File: config.mk
export PLATFORM = sky130hd
export DESIGN_NAME = mem_access_stage
export DESIGN_NICKNAME = d
export VERILOG_FILES = /design/src/rtl/mem_access_stage.sv
export SDC_FILE = /design/constraint.sdc
export NUM_CORES = 1
export LEC_CHECK = 0
export CAP_MARGIN = 25
export CORE_AREA = 2 2 121 123
export DETAILED_ROUTE_END_ITERATION = 12
export DIE_AREA = 0 0 123 125
export GPL_ROUTABILITY_DRIVEN = 0
export PLACE_DENSITY = 0.91
export RECOVER_POWER = 25
export SLEW_MARGIN = 10
export SYNTH_ARGS = -nofsm -noshare
export SYNTH_HDL_FRONTEND = slang
export SYNTH_SLANG_ARGS = --single-unit
export TNS_END_PERCENT = 10
File: constraint.sdc
create_clock -name clk_in -period 2.3 [get_ports clk_in]
set_input_delay 0.23 -clock clk_in [delete_from_list [all_inputs] [get_ports clk_in]]
set_output_delay 0.23 -clock clk_in [all_outputs]
set_load 0.01 [all_outputs]
File: src/rtl/mem_access_stage.sv
// -----------------------------------------------------------------------------
// mem_access_stage
//
// Memory stage of the RISC-V core, directly downstream of execute. It takes
// one execute result per handshake and, depending on its memory function:
//   - NopM       : forwards the ALU result straight to writeback
//   - misaligned : reports the fault to writeback without touching the bus
//   - load/store : performs a single-outstanding word access with byte enables,
//                  aligning store lanes and extracting/extending load lanes
// A response timeout turns a stuck load into a bus-error writeback record.
//
// Ports
//   clk_in, rst_n_in       clock, asynchronous active-low reset
//   ex_*                   execute result valid/ready handshake and fields
//   mem_req_*              data-memory request (held stable until ready)
//   mem_resp_*             read data return (single-cycle pulse)
//   wb_*                   writeback record valid/ready handshake and fields
//
// Parameter
//   RESP_TIMEOUT           max cycles waited for a read response, 0 = forever
// -----------------------------------------------------------------------------
package ProcTypes;
   typedef enum logic [3:0] {
      NopM, Lw, Lh, Lhu, Lb, Lbu, Sw, Sh, Sb
   } MemFunc;
endpackage

module mem_access_stage #(
   parameter int RESP_TIMEOUT = 255
) (
   input  logic              clk_in,
   input  logic              rst_n_in,
   input  logic              ex_valid_in,
   output logic              ex_ready_out,
   input  ProcTypes::MemFunc ex_mem_func_in,
   input  logic [4:0]        ex_dst_in,
   input  logic [31:0]       ex_data_in,
   input  logic [31:0]       ex_addr_in,
   output logic              mem_req_valid_out,
   input  logic              mem_req_ready_in,
   output logic [31:0]       mem_req_addr_out,
   output logic              mem_req_wen_out,
   output logic [3:0]        mem_req_be_out,
   output logic [31:0]       mem_req_wdata_out,
   input  logic              mem_resp_valid_in,
   input  logic [31:0]       mem_resp_rdata_in,
   output logic              wb_valid_out,
   input  logic              wb_ready_in,
   output logic              wb_we_out,
   output logic [4:0]        wb_dst_out,
   output logic [31:0]       wb_data_out,
   output logic              wb_misaligned_out,
   output logic              wb_bus_err_out
);
   import ProcTypes::*;

   typedef enum logic [1:0] {IDLE, REQ, RESP, WB} StateT;

   localparam int            CW         = (RESP_TIMEOUT < 2) ? 1 : $clog2(RESP_TIMEOUT + 1);
   localparam bit            TIMEOUT_EN = (RESP_TIMEOUT != 0);
   // Counter value in the last permitted RESP cycle; the counter starts at 0
   // on RESP entry, so this allows exactly RESP_TIMEOUT cycles of waiting.
   localparam logic [CW-1:0] CNT_LAST   = CW'(RESP_TIMEOUT - 1);

   StateT          stateReg, stateNext;
   MemFunc         funcReg, funcNext;
   logic [1:0]     addrLoReg, addrLoNext;
   logic [CW-1:0]  cntReg, cntNext;
   logic [31:0]    reqAddrReg, reqAddrNext;
   logic           reqWenReg, reqWenNext;
   logic [3:0]     reqBeReg, reqBeNext;
   logic [31:0]    reqWdataReg, reqWdataNext;
   logic           wbWeReg, wbWeNext;
   logic [4:0]     wbDstReg, wbDstNext;
   logic [31:0]    wbDataReg, wbDataNext;
   logic           wbMisReg, wbMisNext;
   logic           wbErrReg, wbErrNext;

   logic           exMisaligned;
   logic           exIsStore;
   logic [3:0]     exBe;
   logic [31:0]    exWdata;
   logic           regIsStore;
   logic [7:0]     loadByte;
   logic [15:0]    loadHalf;
   logic [31:0]    loadData;

   assign ex_ready_out      = (stateReg == IDLE);
   assign mem_req_valid_out = (stateReg == REQ);
   assign wb_valid_out      = (stateReg == WB);

   assign mem_req_addr_out  = reqAddrReg;
   assign mem_req_wen_out   = reqWenReg;
   assign mem_req_be_out    = reqBeReg;
   assign mem_req_wdata_out = reqWdataReg;
   assign wb_we_out         = wbWeReg;
   assign wb_dst_out        = wbDstReg;
   assign wb_data_out       = wbDataReg;
   assign wb_misaligned_out = wbMisReg;
   assign wb_bus_err_out    = wbErrReg;

   assign exIsStore  = (ex_mem_func_in == Sw) || (ex_mem_func_in == Sh) || (ex_mem_func_in == Sb);
   assign regIsStore = (funcReg == Sw) || (funcReg == Sh) || (funcReg == Sb);

   // Alignment check and store lane placement, decoded from the incoming
   // execute result so the request registers are loaded ready to go.
   always_comb begin
      exMisaligned = 1'b0;
      exBe         = 4'b1111;
      exWdata      = 32'h0;
      case (ex_mem_func_in)
         Lw, Sw:      exMisaligned = (ex_addr_in[1:0] != 2'b00);
         Lh, Lhu, Sh: exMisaligned = ex_addr_in[0];
         default:     exMisaligned = 1'b0;
      endcase
      case (ex_mem_func_in)
         Sw: begin
            exBe    = 4'b1111;
            exWdata = ex_data_in;
         end
         Sh: begin
            exBe    = ex_addr_in[1] ? 4'b1100 : 4'b0011;
            exWdata = {2{ex_data_in[15:0]}};
         end
         Sb: begin
            exBe    = 4'b0001 << ex_addr_in[1:0];
            exWdata = {4{ex_data_in[7:0]}};
         end
         default: begin
            exBe    = 4'b1111;
            exWdata = 32'h0;
         end
      endcase
   end

   // Load lane extraction from the returned word using the captured offset.
   always_comb begin
      loadByte = 8'(mem_resp_rdata_in >> {addrLoReg, 3'b000});
      loadHalf = addrLoReg[1] ? mem_resp_rdata_in[31:16] : mem_resp_rdata_in[15:0];
      case (funcReg)
         Lb:      loadData = {{24{loadByte[7]}}, loadByte};
         Lbu:     loadData = {24'h0, loadByte};
         Lh:      loadData = {{16{loadHalf[15]}}, loadHalf};
         Lhu:     loadData = {16'h0, loadHalf};
         default: loadData = mem_resp_rdata_in;
      endcase
   end

   // Next-state and datapath-next logic.
   always_comb begin
      stateNext    = stateReg;
      funcNext     = funcReg;
      addrLoNext   = addrLoReg;
      cntNext      = cntReg;
      reqAddrNext  = reqAddrReg;
      reqWenNext   = reqWenReg;
      reqBeNext    = reqBeReg;
      reqWdataNext = reqWdataReg;
      wbWeNext     = wbWeReg;
      wbDstNext    = wbDstReg;
      wbDataNext   = wbDataReg;
      wbMisNext    = wbMisReg;
      wbErrNext    = wbErrReg;

      case (stateReg)
         IDLE: begin
            if (ex_valid_in) begin
               funcNext   = ex_mem_func_in;
               addrLoNext = ex_addr_in[1:0];
               wbDstNext  = ex_dst_in;
               wbMisNext  = 1'b0;
               wbErrNext  = 1'b0;
               if (ex_mem_func_in == NopM) begin
                  wbWeNext   = 1'b1;
                  wbDataNext = ex_data_in;
                  stateNext  = WB;
               end else if (exMisaligned) begin
                  wbWeNext   = 1'b0;
                  wbDataNext = 32'h0;
                  wbMisNext  = 1'b1;
                  stateNext  = WB;
               end else begin
                  reqAddrNext  = {ex_addr_in[31:2], 2'b00};
                  reqWenNext   = exIsStore;
                  reqBeNext    = exBe;
                  reqWdataNext = exWdata;
                  stateNext    = REQ;
               end
            end
         end
         REQ: begin
            if (mem_req_ready_in) begin
               if (regIsStore) begin
                  wbWeNext   = 1'b0;
                  wbDataNext = 32'h0;
                  stateNext  = WB;
               end else begin
                  cntNext   = '0;
                  stateNext = RESP;
               end
            end
         end
         RESP: begin
            cntNext = cntReg + 1'b1;
            // A response arriving on the limit cycle still wins.
            if (mem_resp_valid_in) begin
               wbWeNext   = 1'b1;
               wbDataNext = loadData;
               wbErrNext  = 1'b0;
               stateNext  = WB;
            end else if (TIMEOUT_EN && (cntReg == CNT_LAST)) begin
               wbWeNext   = 1'b0;
               wbDataNext = 32'h0;
               wbErrNext  = 1'b1;
               stateNext  = WB;
            end
         end
         WB: begin
            if (wb_ready_in) begin
               stateNext = IDLE;
            end
         end
         default: stateNext = IDLE;
      endcase
   end

   always_ff @(posedge clk_in or negedge rst_n_in) begin
      if (!rst_n_in) begin
         stateReg    <= IDLE;
         funcReg     <= NopM;
         addrLoReg   <= 2'b00;
         cntReg      <= '0;
         reqAddrReg  <= 32'h0;
         reqWenReg   <= 1'b0;
         reqBeReg    <= 4'h0;
         reqWdataReg <= 32'h0;
         wbWeReg     <= 1'b0;
         wbDstReg    <= 5'h0;
         wbDataReg   <= 32'h0;
         wbMisReg    <= 1'b0;
         wbErrReg    <= 1'b0;
      end else begin
         stateReg    <= stateNext;
         funcReg     <= funcNext;
         addrLoReg   <= addrLoNext;
         cntReg      <= cntNext;
         reqAddrReg  <= reqAddrNext;
         reqWenReg   <= reqWenNext;
         reqBeReg    <= reqBeNext;
         reqWdataReg <= reqWdataNext;
         wbWeReg     <= wbWeNext;
         wbDstReg    <= wbDstNext;
         wbDataReg   <= wbDataNext;
         wbMisReg    <= wbMisNext;
         wbErrReg    <= wbErrNext;
      end
   end
endmodule
==> impl_metrics.json <==
{
  "status": "finished, final reports clean",
  "ant_nets": 0,
  "drt_first_iter_violations": 675,
  "synth_cell_type_count": 59,
  "max_cap_violations": 0,
  "drv_slew": 0,
  "clkLatencyLatePin_ns": 0.42,
  "clock_path_buffers": 2,
  "synth_edf_count": 0,
  "grt_pass1_vias": 6321,
  "hp-class": "input port to flop",
  "dr.pass1.iters": 5,
  "htreeDepth": 4,
  "rows": 44,
  "port_buffers": 220,
  "yosysTopAreaCell": "dfrtp_1",
  "die_y_microns": 125,
  "maxSlewHeadroom": 0.0966,
  "yosysMostFrequentCell": "nand2_1",
  "drive_gt1_frac": 0.129,
  "ys_ff_latch": 123,
  "cp_max_fo": 40,
  "hold_violations": 0,
  "max_freq_ghz": 0.444,
  "power_frac_comb": 0.491,
  "wl_microns": 21600,
  "track_usage": 0.281,
  "fin_worst_skew_ns": 0.00960,
  "power.internal_mw": 7.82,
  "synth_area_per_cell_sq_um": 9.33,
  "netlist_area_sq_um": 6380,
  "crit_required_ns": 2.60,
  "timing.hold.ws_ns": 0.340,
  "vias": 6507,
  "cts_root_buf": "clkbuf_16",
  "antenna_found_initial": 1,
  "die_area_sq_um": 15400,
  "power_frac_seq": 0.294,
  "start_util": 0.449,
  "path_clk_slew_ns": 0.06,
  "synth_commonest_cells": "nand2_1, dfrtp_1, nor2_1, o21ai_0, clkbuf_1",
  "power_switching_mw": 4.77,
  "syn_to_final_growth_pct": 51.6,
  "synthArstFlopShare": 1.00,
  "fin_crit_sh": 0.978,
  "finalSetupTns_ns": 0,
  "gr-usage-met3": 0.0716,
  "grt-busiest-layer": "met2",
  "drc_errors": 0,
  "synthTopCellsByArea": "dfrtp_1, nand2_1, mux2_2, a221oi_1, o21ai_0",
  "yosysSeqAreaShare": 0.482,
  "ys_warn_count": 0,
  "met2_usage": 0.449,
  "grt_max_degree": 53,
  "cts_tree": "built",
  "cts.sinks": 123,
  "cp-end-kind": "flop",
  "ys.flop_type": "dfrtp_1",
  "power.leakage_nw": 4.18,
  "viasPerCell": 5.83,
  "finalSetupViolCount": 0,
  "min_period_ns": 2.25,
  "io_pins": 223,
  "fillers": 1055,
  "grt_pass1_wl_microns": 33400,
  "gr-total-overflow": 0,
  "ir_worst_vdd_uv": 669,
  "post_drt_wl_per_cell_microns": 19.3,
  "die_x_microns": 123,
  "design.core.area_sq_um": 14200,
  "worstSetupPathType": "flop to flop",
  "hpwl_microns": 15600,
  "postSynthCellCount": 684,
  "arrival_ns": 2.55,
  "power_density_nw_per_um2": 1300,
  "use_met1": 0.356,
  "numCtsBuffers": 17,
  "synth.top_cell.area_share": 0.482,
  "regToRegSetupSlack_ns": 0.05,
  "critPathLaunchType": "flop",
  "num-nets-final": 1036,
  "p_clk_frac": 0.214,
  "worst_pin_slew_ns": 1.36,
  "netSwitchingFraction": 0.379
}
## metal layers
metal	part of all wire	vias up
li1	-	2930
met1	0.39	3089
met2	0.47	424
met3	0.11	64
met4	0.039	0
met5	0	-
## per-stage QoR
stage | util | setup WS, ns | cell area (sq um) | total power [mW] | cells
detailed placement | 0.638 | -0.0298 | 9060 | 9.78 | 1083
finish | 0.681 | 0.0497 | 9670 | 12.6 | 1117
global placement | 0.638 | 0.0398 | 9060 | 9.57 | 1083
CTS | 0.681 | 0.120 | 9670 | 12.6 | 1116
global route | 0.681 | -0.0178 | 9670 | 13.3 | 1117
floorplan | - | 0.300 | 6380 | 6.57 | 685
## critical path, stage by stage, from the launching register on
cell,delay [ns]
dfrtp_1,0.46
or4b_4,0.56
a31oi_1,0.28
o2111ai_4,0.17
buf_12,0.21
buf_12,0.17
o21ai_0,0.27
## sequential cells by signal, indices dropped and copies added (netlist names)
| register | cells |
|---|---|
| funcReg | 4 |
| cntReg | 8 |
| wb_dst_out | 5 |
| mem_req_addr_out | 30 |
| mem_req_wdata_out | 32 |
| addrLoReg | 2 |
| mem_req_wen_out | 1 |
| wb_bus_err_out | 1 |
| wb_data_out | 32 |
| mem_req_be_out | 4 |
| stateReg | 2 |
| wb_misaligned_out | 1 |
| wb_we_out | 1 |
## cell type report
type / instances / area (sq um) / share of cell area
flip-flops and latches: 123 / 3080 / 0.318
multi-input cells: 494 / 3060 / 0.316
repair buffers: 269 / 2650 / 0.274
clock buffers: 18 / 439 / 0.0454
well taps: 184 / 230 / 0.0238
clock inverters: 14 / 159 / 0.0164
inverters: 14 / 52.6 / 0.00543
diodes: 1 / 2.50 / 0.000259
## worst paths after layout
kind,to,start,depth (start not counted)
max,wb_data_out[19]$_DFFE_PN0P_,funcReg[0]$_DFFE_PN0P_,6
min,mem_req_addr_out[7]$_DFFE_PN0P_,ex_addr_in[7],3
max reg2reg,wb_data_out[19]$_DFFE_PN0P_,funcReg[0]$_DFFE_PN0P_,6
min reg2reg,mem_req_addr_out[30]$_DFFE_PN0P_,mem_req_addr_out[30]$_DFFE_PN0P_,2
max in group asynchronous,mem_req_wdata_out[27]$_DFFE_PN0P_,rst_n_in,3
min in group asynchronous,wb_dst_out[2]$_DFFE_PN0P_,rst_n_in,2
## cell families after synthesis
logic type               after synthesis  share of synthesized area
AO/OA/AOI/OAI                        205                      0.234
XOR/XNOR                               1                    0.00137
adder cells (fa/ha/maj)                6                     0.0118
buffers and inverters                 68                     0.0447
flip-flops                           123                      0.482
multiplexers                          29                     0.0524
other                                  1                   0.000588
AND/OR/NAND/NOR                      251                      0.173
## cell usage in the layout, fill, tap and decap left out, types with 6 or more instances in the layout
master / n
nand2b_1: 11
a21oi_1: 17
buf_4: 40
a21o_1: 10
o21a_1: 19
clkbuf_16: 17
a221oi_1: 32
a22oi_1: 15
o21ai_0: 51
mux2_2: 25
inv_6: 6
buf_12: 7
clkdlybuf4s50_1: 219
a22o_1: 14
nor2_1: 60
dfrtp_1: 123
nor2b_1: 12
nand2_1: 138
a31oi_1: 7
inv_1: 14
## power by group through the flow
stage          sequential [mW]  combinational (mW)  clock (mW)
2_1_floorplan             3.99                2.58           0
3_3_place_gp              3.67                5.90           0
3_5_place_dp              3.71                6.07           0
4_1_cts                   3.70                6.15        2.72
5_1_grt                   3.84                6.66        2.83
6_report                  3.71                6.19        2.70
## repair_timing
action / 4_1_cts / 5_1_grt
setup endpoints to repair: 0 / 17
buffers inserted: 0 / 0
hold buffers: 1 / 0
resized for setup: 0 / 3
hold endpoints to repair: 49 / 0
Note: power is estimated with default switching activity, not from simulation.
